## config.mk

```make
export PLATFORM = sky130hd
export DESIGN_NAME = video_text_console_writer
export DESIGN_NICKNAME = d
export VERILOG_FILES = /design/src/rtl/video_text_console_writer.sv
export SDC_FILE = /design/constraint.sdc
export NUM_CORES = 1
export LEC_CHECK = 0
export CAP_MARGIN = 20
export CORE_MARGIN = 1
export CORE_UTILIZATION = 55
export DETAILED_ROUTE_END_ITERATION = 8
export GPL_ROUTABILITY_DRIVEN = 0
export PLACE_DENSITY = 0.82
export SLEW_MARGIN = 15
export SYNTH_ARGS = -nofsm -noshare
export SYNTH_HDL_FRONTEND = slang
export SYNTH_SLANG_ARGS = --single-unit
```

## constraint.sdc

```tcl
create_clock -name clk -period 4.9 [get_ports clk]
set_input_delay 0.98 -clock clk [delete_from_list [all_inputs] [get_ports clk]]
set_output_delay 0.98 -clock clk [all_outputs]
set_load 0.02 [all_outputs]
```

## src/rtl/video_text_console_writer.sv

```systemverilog
// video_text_console_writer
// Turns a byte stream into writes on the console character RAM write port.
// Printable bytes go to the cursor cell; LF/CR/BS/FF move the cursor or start
// fills. Row and screen clears are one space write per clk_en cycle.
//
// Ports
//   clk, rst            clock and async active-high reset
//   clk_en_i            every register advances only when this is 1
//   clr_i               clear-screen request, only acted on in IDLE
//   in_valid_i/in_ready_o/in_dat_i   byte handshake
//   busy_o              a fill sequence is running
//   con_we_o, con_adr_w_o, con_dat_w_o   registered RAM write port
//   cur_x_o, cur_y_o    cursor column / row
//
// state      | meaning
// -----------+-----------------------------------------------
// S_IDLE     | accepting bytes and clear requests
// S_CLR_ALL  | writing spaces to every cell, then cursor home
// S_CLR_LINE | writing spaces across the row at base_q
module video_text_console_writer #(
    parameter int TW  = 80,
    parameter int TH  = 2,
    parameter int MAW = 8,
    parameter int MDW = 8,
    localparam int XW = (TW > 1) ? $clog2(TW) : 1,
    localparam int YW = (TH > 1) ? $clog2(TH) : 1
) (
    input  logic           clk,
    input  logic           rst,
    input  logic           clk_en_i,
    input  logic           clr_i,
    input  logic           in_valid_i,
    output logic           in_ready_o,
    input  logic [7:0]     in_dat_i,
    output logic           busy_o,
    output logic           con_we_o,
    output logic [MAW-1:0] con_adr_w_o,
    output logic [MDW-1:0] con_dat_w_o,
    output logic [XW-1:0]  cur_x_o,
    output logic [YW-1:0]  cur_y_o
);

    localparam int CW = (TW * TH > 1) ? $clog2(TW * TH) : 1;
    localparam logic [CW-1:0]  ALL_LAST  = CW'(TW * TH - 1);
    localparam logic [CW-1:0]  LINE_LAST = CW'(TW - 1);
    localparam logic [MAW-1:0] TW_A      = MAW'(TW);
    localparam logic [MDW-1:0] SPACE     = MDW'(8'h20);

    typedef enum logic [1:0] {
        S_IDLE,
        S_CLR_ALL,
        S_CLR_LINE
    } state_t;

    state_t         state_q, state_d;
    logic [MAW-1:0] base_q, base_d;
    logic [MAW-1:0] fadr_q, fadr_d;
    logic [CW-1:0]  cnt_q, cnt_d;
    logic [XW-1:0]  cur_x_q, cur_x_d;
    logic [YW-1:0]  cur_y_q, cur_y_d;
    logic           con_we_q, con_we_d;
    logic [MAW-1:0] con_adr_q, con_adr_d;
    logic [MDW-1:0] con_dat_q, con_dat_d;

    logic [MAW-1:0] cur_adr;
    logic           last_col;
    logic           last_row;
    logic [MAW-1:0] nl_base;
    logic [YW-1:0]  nl_y;
    logic           do_nl;
    logic           do_all;

    assign in_ready_o  = (state_q == S_IDLE) && !clr_i;
    assign busy_o      = (state_q != S_IDLE);
    assign con_we_o    = con_we_q;
    assign con_adr_w_o = con_adr_q;
    assign con_dat_w_o = con_dat_q;
    assign cur_x_o     = cur_x_q;
    assign cur_y_o     = cur_y_q;

    // base_q always equals cur_y_q*TW; it is stepped by TW instead of multiplied.
    assign cur_adr  = base_q + MAW'(cur_x_q);
    assign last_col = (cur_x_q == XW'(TW - 1));
    assign last_row = (cur_y_q == YW'(TH - 1));
    assign nl_base  = last_row ? '0 : base_q + TW_A;
    assign nl_y     = last_row ? '0 : cur_y_q + YW'(1);

    always_comb begin
        state_d   = state_q;
        base_d    = base_q;
        fadr_d    = fadr_q;
        cnt_d     = cnt_q;
        cur_x_d   = cur_x_q;
        cur_y_d   = cur_y_q;
        con_we_d  = 1'b0;
        con_adr_d = con_adr_q;
        con_dat_d = con_dat_q;
        do_nl     = 1'b0;
        do_all    = 1'b0;
        unique case (state_q)
            S_IDLE: begin
                if (clr_i) begin
                    do_all = 1'b1;
                end else if (in_valid_i) begin
                    if (in_dat_i >= 8'h20 && in_dat_i <= 8'h7E) begin
                        con_we_d  = 1'b1;
                        con_adr_d = cur_adr;
                        con_dat_d = MDW'(in_dat_i);
                        if (last_col) do_nl = 1'b1;
                        else          cur_x_d = cur_x_q + XW'(1);
                    end else begin
                        case (in_dat_i)
                            8'h0A: do_nl = 1'b1;
                            8'h0D: cur_x_d = '0;
                            8'h08: if (cur_x_q != '0) cur_x_d = cur_x_q - XW'(1);
                            8'h0C: do_all = 1'b1;
                            default: ;
                        endcase
                    end
                end
                if (do_nl) begin
                    cur_x_d = '0;
                    cur_y_d = nl_y;
                    base_d  = nl_base;
                    fadr_d  = nl_base;
                    cnt_d   = LINE_LAST;
                    state_d = S_CLR_LINE;
                end
                if (do_all) begin
                    fadr_d  = '0;
                    cnt_d   = ALL_LAST;
                    state_d = S_CLR_ALL;
                end
            end
            S_CLR_ALL, S_CLR_LINE: begin
                con_we_d  = 1'b1;
                con_adr_d = fadr_q;
                con_dat_d = SPACE;
                fadr_d    = fadr_q + MAW'(1);
                cnt_d     = cnt_q - CW'(1);
                // Leaving on the last write's edge lets in_ready rise the next cycle.
                if (cnt_q == '0) begin
                    state_d = S_IDLE;
                    if (state_q == S_CLR_ALL) begin
                        cur_x_d = '0;
                        cur_y_d = '0;
                        base_d  = '0;
                    end
                end
            end
            default: state_d = S_CLR_ALL;
        endcase
    end

    always_ff @(posedge clk or posedge rst) begin
        if (rst) begin
            state_q   <= S_CLR_ALL;
            base_q    <= '0;
            fadr_q    <= '0;
            cnt_q     <= ALL_LAST;
            cur_x_q   <= '0;
            cur_y_q   <= '0;
            con_we_q  <= 1'b0;
            con_adr_q <= '0;
            con_dat_q <= SPACE;
        end else if (clk_en_i) begin
            state_q   <= state_d;
            base_q    <= base_d;
            fadr_q    <= fadr_d;
            cnt_q     <= cnt_d;
            cur_x_q   <= cur_x_d;
            cur_y_q   <= cur_y_d;
            con_we_q  <= con_we_d;
            con_adr_q <= con_adr_d;
            con_dat_q <= con_dat_d;
        end
    end

endmodule

```

==> qor.yml <==
finish:
  fill_cells: 445
  drive_above_1_share: 0.0925
  antennaDiodeCount: 0
  fin_cells: 472
  area.growth.synth_to_final_pct: 18.0
  multi_input_area_um2: 1800
  design_area_um2: 3780
  seqCellArea_um2: 1290
  final_nets: 429
worst_setup_path:
  arrival_ps: 3390
  reg2reg_slack_ps: 2330
  worst_setup_path_end_kind: "flip-flop"
  worstSetupPathType: "in -> reg"
  worstPathRequired_ps: 5100
  reg2regPathDepth: 7
  reg2reg_from: "state_q[0]$_DFFE_PP1P_"
  path_max_fanout: 19
  startpoint_type: "primary input"
  r2r-end: "fadr_q[4]$_DFFE_PP0P_"
grt:
  grt-ovfl-total: 0
  grt_max_degree: 62
  antenna_found_initial: 0
  grt_pass1_vias: 2588
  grt_pass1_wl_um: 12500
  grt.total_usage: 0.259
cts:
  cts_max_level: 2
  clock-sinks: 51
  clk_pin_slew_ps: 90
  cts_made_buffers: 5
  root_buffer: "clkbuf_8"
  postCtsSetupBuffers: 0
  cts_tree: "done"
  clk_latency_ps: 310
  cts_resized: 0
  hold_buffers: 0
  cts_max_path_buffers: 2
synthesis:
  syn_avg_cell_area_um2: 8.85
  synth_cell_types: 61
  ys_seq_area_frac: 0.401
  yosysWarnings: 0
  netlist_area_um2: 3200
  ys_ff_latch: 51
  synth_edf_count: 0
  syn_nets: 392
  async_flop_share: 1.00
  syn_inst: 362
  synthFlopType: "dfrtp_1"
hold_path:
  hold_depth: 2
  min_from: "con_dat_w_o[0]$_DFFE_PP0P_"
  hp-class: "reg -> reg"
  whs_endpoint: "con_dat_w_o[0]$_DFFE_PP0P_"
die:
  io_pins: 40
  rows: 27
  core-area_um2: 5570
  start_util: 0.575
  die_h_um: 78.3
  die_w_um: 78.3
  design.die.area_um2: 6140
placement:
  place_ws_ps: 1380
  hpwlAfterDp_um: 5330
  dp_cells: 464
  placed_area_um2: 3660
  portBuffers: 39
sta:
  grt_setup_unrepaired: "false"
  slew_violations: 0
  fin_crit_sh: 0.652
  period_needed_ps: 3190
  tns_ps: 0
  hold_violations: 0
  fin_ws_ps: 1710
  hold_ws_ps: 493
  relSlewSlack: 0.420
  worst_pin_slew_ps: 868
  fmax_mhz: 313
  setup_viol: 0
  fin_worst_skew_ps: 6.25
power:
  swShare: 0.438
  power_switching_w: 0.00100
  p_clk_frac: 0.135
  leakagePower_nw: 1.64
  power.density_nw_per_um2: 603
  pwr-share-comb: 0.532
  ir_worst_vdd_mv: 0.657
  internal-power_w: 0.00128
  power_frac_seq: 0.333
route:
  num_vias: 2784
  viasPerCell: 5.90
  remaining_drc_errors: 0
  drt-pass1-iter-count: 4
  wl_per_cell_um: 15.8
  antenna_left: 0
  first_iter_violations: 154
  drt_wl_total_um: 7460
job:
  cap_violations: 0
run_status:
  status: "finished, final reports clean"
[power groups by stage]
stage / sequential (W) / combinational, W / clock, W
floorplan: 0.000809 / 0.000770 / 0
global placement: 0.000756 / 0.00117 / 0
detailed placement: 0.000761 / 0.00121 / 0
CTS: 0.000755 / 0.00121 / 0.000314
global route: 0.000783 / 0.00135 / 0.000327
finish: 0.000759 / 0.00121 / 0.000308
[per-stage QoR]
step            util  power (W)
2_1_floorplan      -    0.00158
3_3_place_gp   0.657    0.00193
3_5_place_dp   0.657    0.00197
4_1_cts        0.678    0.00228
5_1_grt        0.678    0.00246
6_report       0.678    0.00228
[logic make-up (layout without fill, tap and decap cells)]
family                     Yosys count  in the layout  synth area share
buffers and inverters               31             69            0.0375
AOI/OAI and AO/OA                   97             97             0.193
muxes                               12             12            0.0394
and+or+nand+nor                    146            146             0.239
DFF                                 51             51             0.401
xor gates and xnor gates             8              8            0.0219
adders and majority gates           17             17            0.0687
[synth_stat cells (2+ instances only)]
master / n / area share
buf_2: 3 / 0.0047
a31oi_1: 6 / 0.012
nand2b_1: 16 / 0.031
nand3_1: 11 / 0.017
buf_1: 2 / 0.0023
and3_1: 4 / 0.0078
o31ai_1: 2 / 0.0047
and2_1: 6 / 0.012
a21oi_1: 20 / 0.031
nand4_1: 3 / 0.0059
mux2_2: 5 / 0.018
o21ai_1: 10 / 0.016
a211o_1: 2 / 0.0055
nor2_1: 28 / 0.033
dfrtp_1: 43 / 0.34
nor4b_1: 2 / 0.0055
mux2i_1: 7 / 0.022
or2_2: 3 / 0.0059
a32oi_1: 2 / 0.0055
o22ai_1: 3 / 0.0059
xnor2_1: 5 / 0.014
clkbuf_1: 7 / 0.0082
o21ai_0: 31 / 0.048
nor3b_1: 6 / 0.014
nand2_1: 34 / 0.040
nor2b_1: 12 / 0.023
a221oi_1: 2 / 0.0055
nor3_1: 12 / 0.019
inv_1: 19 / 0.022
dfstp_2: 8 / 0.066
xor2_1: 3 / 0.0082
ha_1: 16 / 0.062
[state kept, by name, indices dropped and copies added, names as in the netlist]
signal / count
base_q: 8
cnt_q: 8
con_adr_w_o: 8
con_dat_w_o: 8
fadr_q: 8
cur_x_o: 7
state_q: 2
con_we_o: 1
cur_y_o: 1
[worst max path at each step]
stage	start	to	slack, ps
floorplan	in_valid_i	fadr_q[5]$_DFFE_PP0P_	2440
global placement	in_dat_i[0]	fadr_q[4]$_DFFE_PP0P_	1520
detailed placement	in_dat_i[0]	fadr_q[4]$_DFFE_PP0P_	1380
CTS	in_dat_i[0]	fadr_q[4]$_DFFE_PP0P_	1720
global route	in_dat_i[0]	fadr_q[4]$_DFFE_PP0P_	1570
finish	in_dat_i[0]	fadr_q[4]$_DFFE_PP0P_	1710
[area by class of cell]
cell class | count | area share
Multi-Input combinational cell | 280 | 0.477
Sequential cell | 51 | 0.340
Inverter | 19 | 0.0192
Tap cell | 72 | 0.0238
Clock inverter | 2 | 0.00927
Clock buffer | 6 | 0.0218
Timing Repair Buffer | 42 | 0.109
[worst max-delay path, cell delays in order]
cell and delay, ps:
clkdlybuf4s50_1 580, and3b_1 220, a41oi_2 410, nand2_1 120, o21ai_2 580, o21ai_0 190, a221o_1 310
[per-layer routing]
layer,share of wire,routed length [um],vias up,global-route usage
met5,0,0,-,0
met4,0.014,107,0,0.0852
met3,0.046,341,12,0.0442
met2,0.46,3430,79,0.398
met1,0.48,3580,1334,0.371
li1,-,-,1359,-
[layout by cell type (no fill, tap or decap), types with 2 or more instances in the layout]
cell type        instances
clkdlybuf4s50_1         39
inv_1                   18
nand2_1                 34
ha_1                    16
clkbuf_8                 6
or2_2                    3
nor2b_1                 12
and3_1                   4
o21ai_1                  9
nand2b_1                16
xor2_1                   3
nor2_1                  28
o31ai_1                  2
nor4b_1                  2
a221oi_1                 2
a211o_1                  2
a21oi_1                 20
and2_1                   6
buf_4                    3
a31oi_1                  6
a32oi_1                  2
dfrtp_1                 43
o21ai_0                 31
dfstp_2                  8
clkinv_2                 2
nand4_1                  3
mux2i_1                  7
xnor2_1                  5
o22ai_1                  3
o21ai_2                  2
nand3_1                 11
nor3_1                  12
mux2_2                   5
nor3b_1                  6
Note: power is estimated with default switching activity, not from simulation.
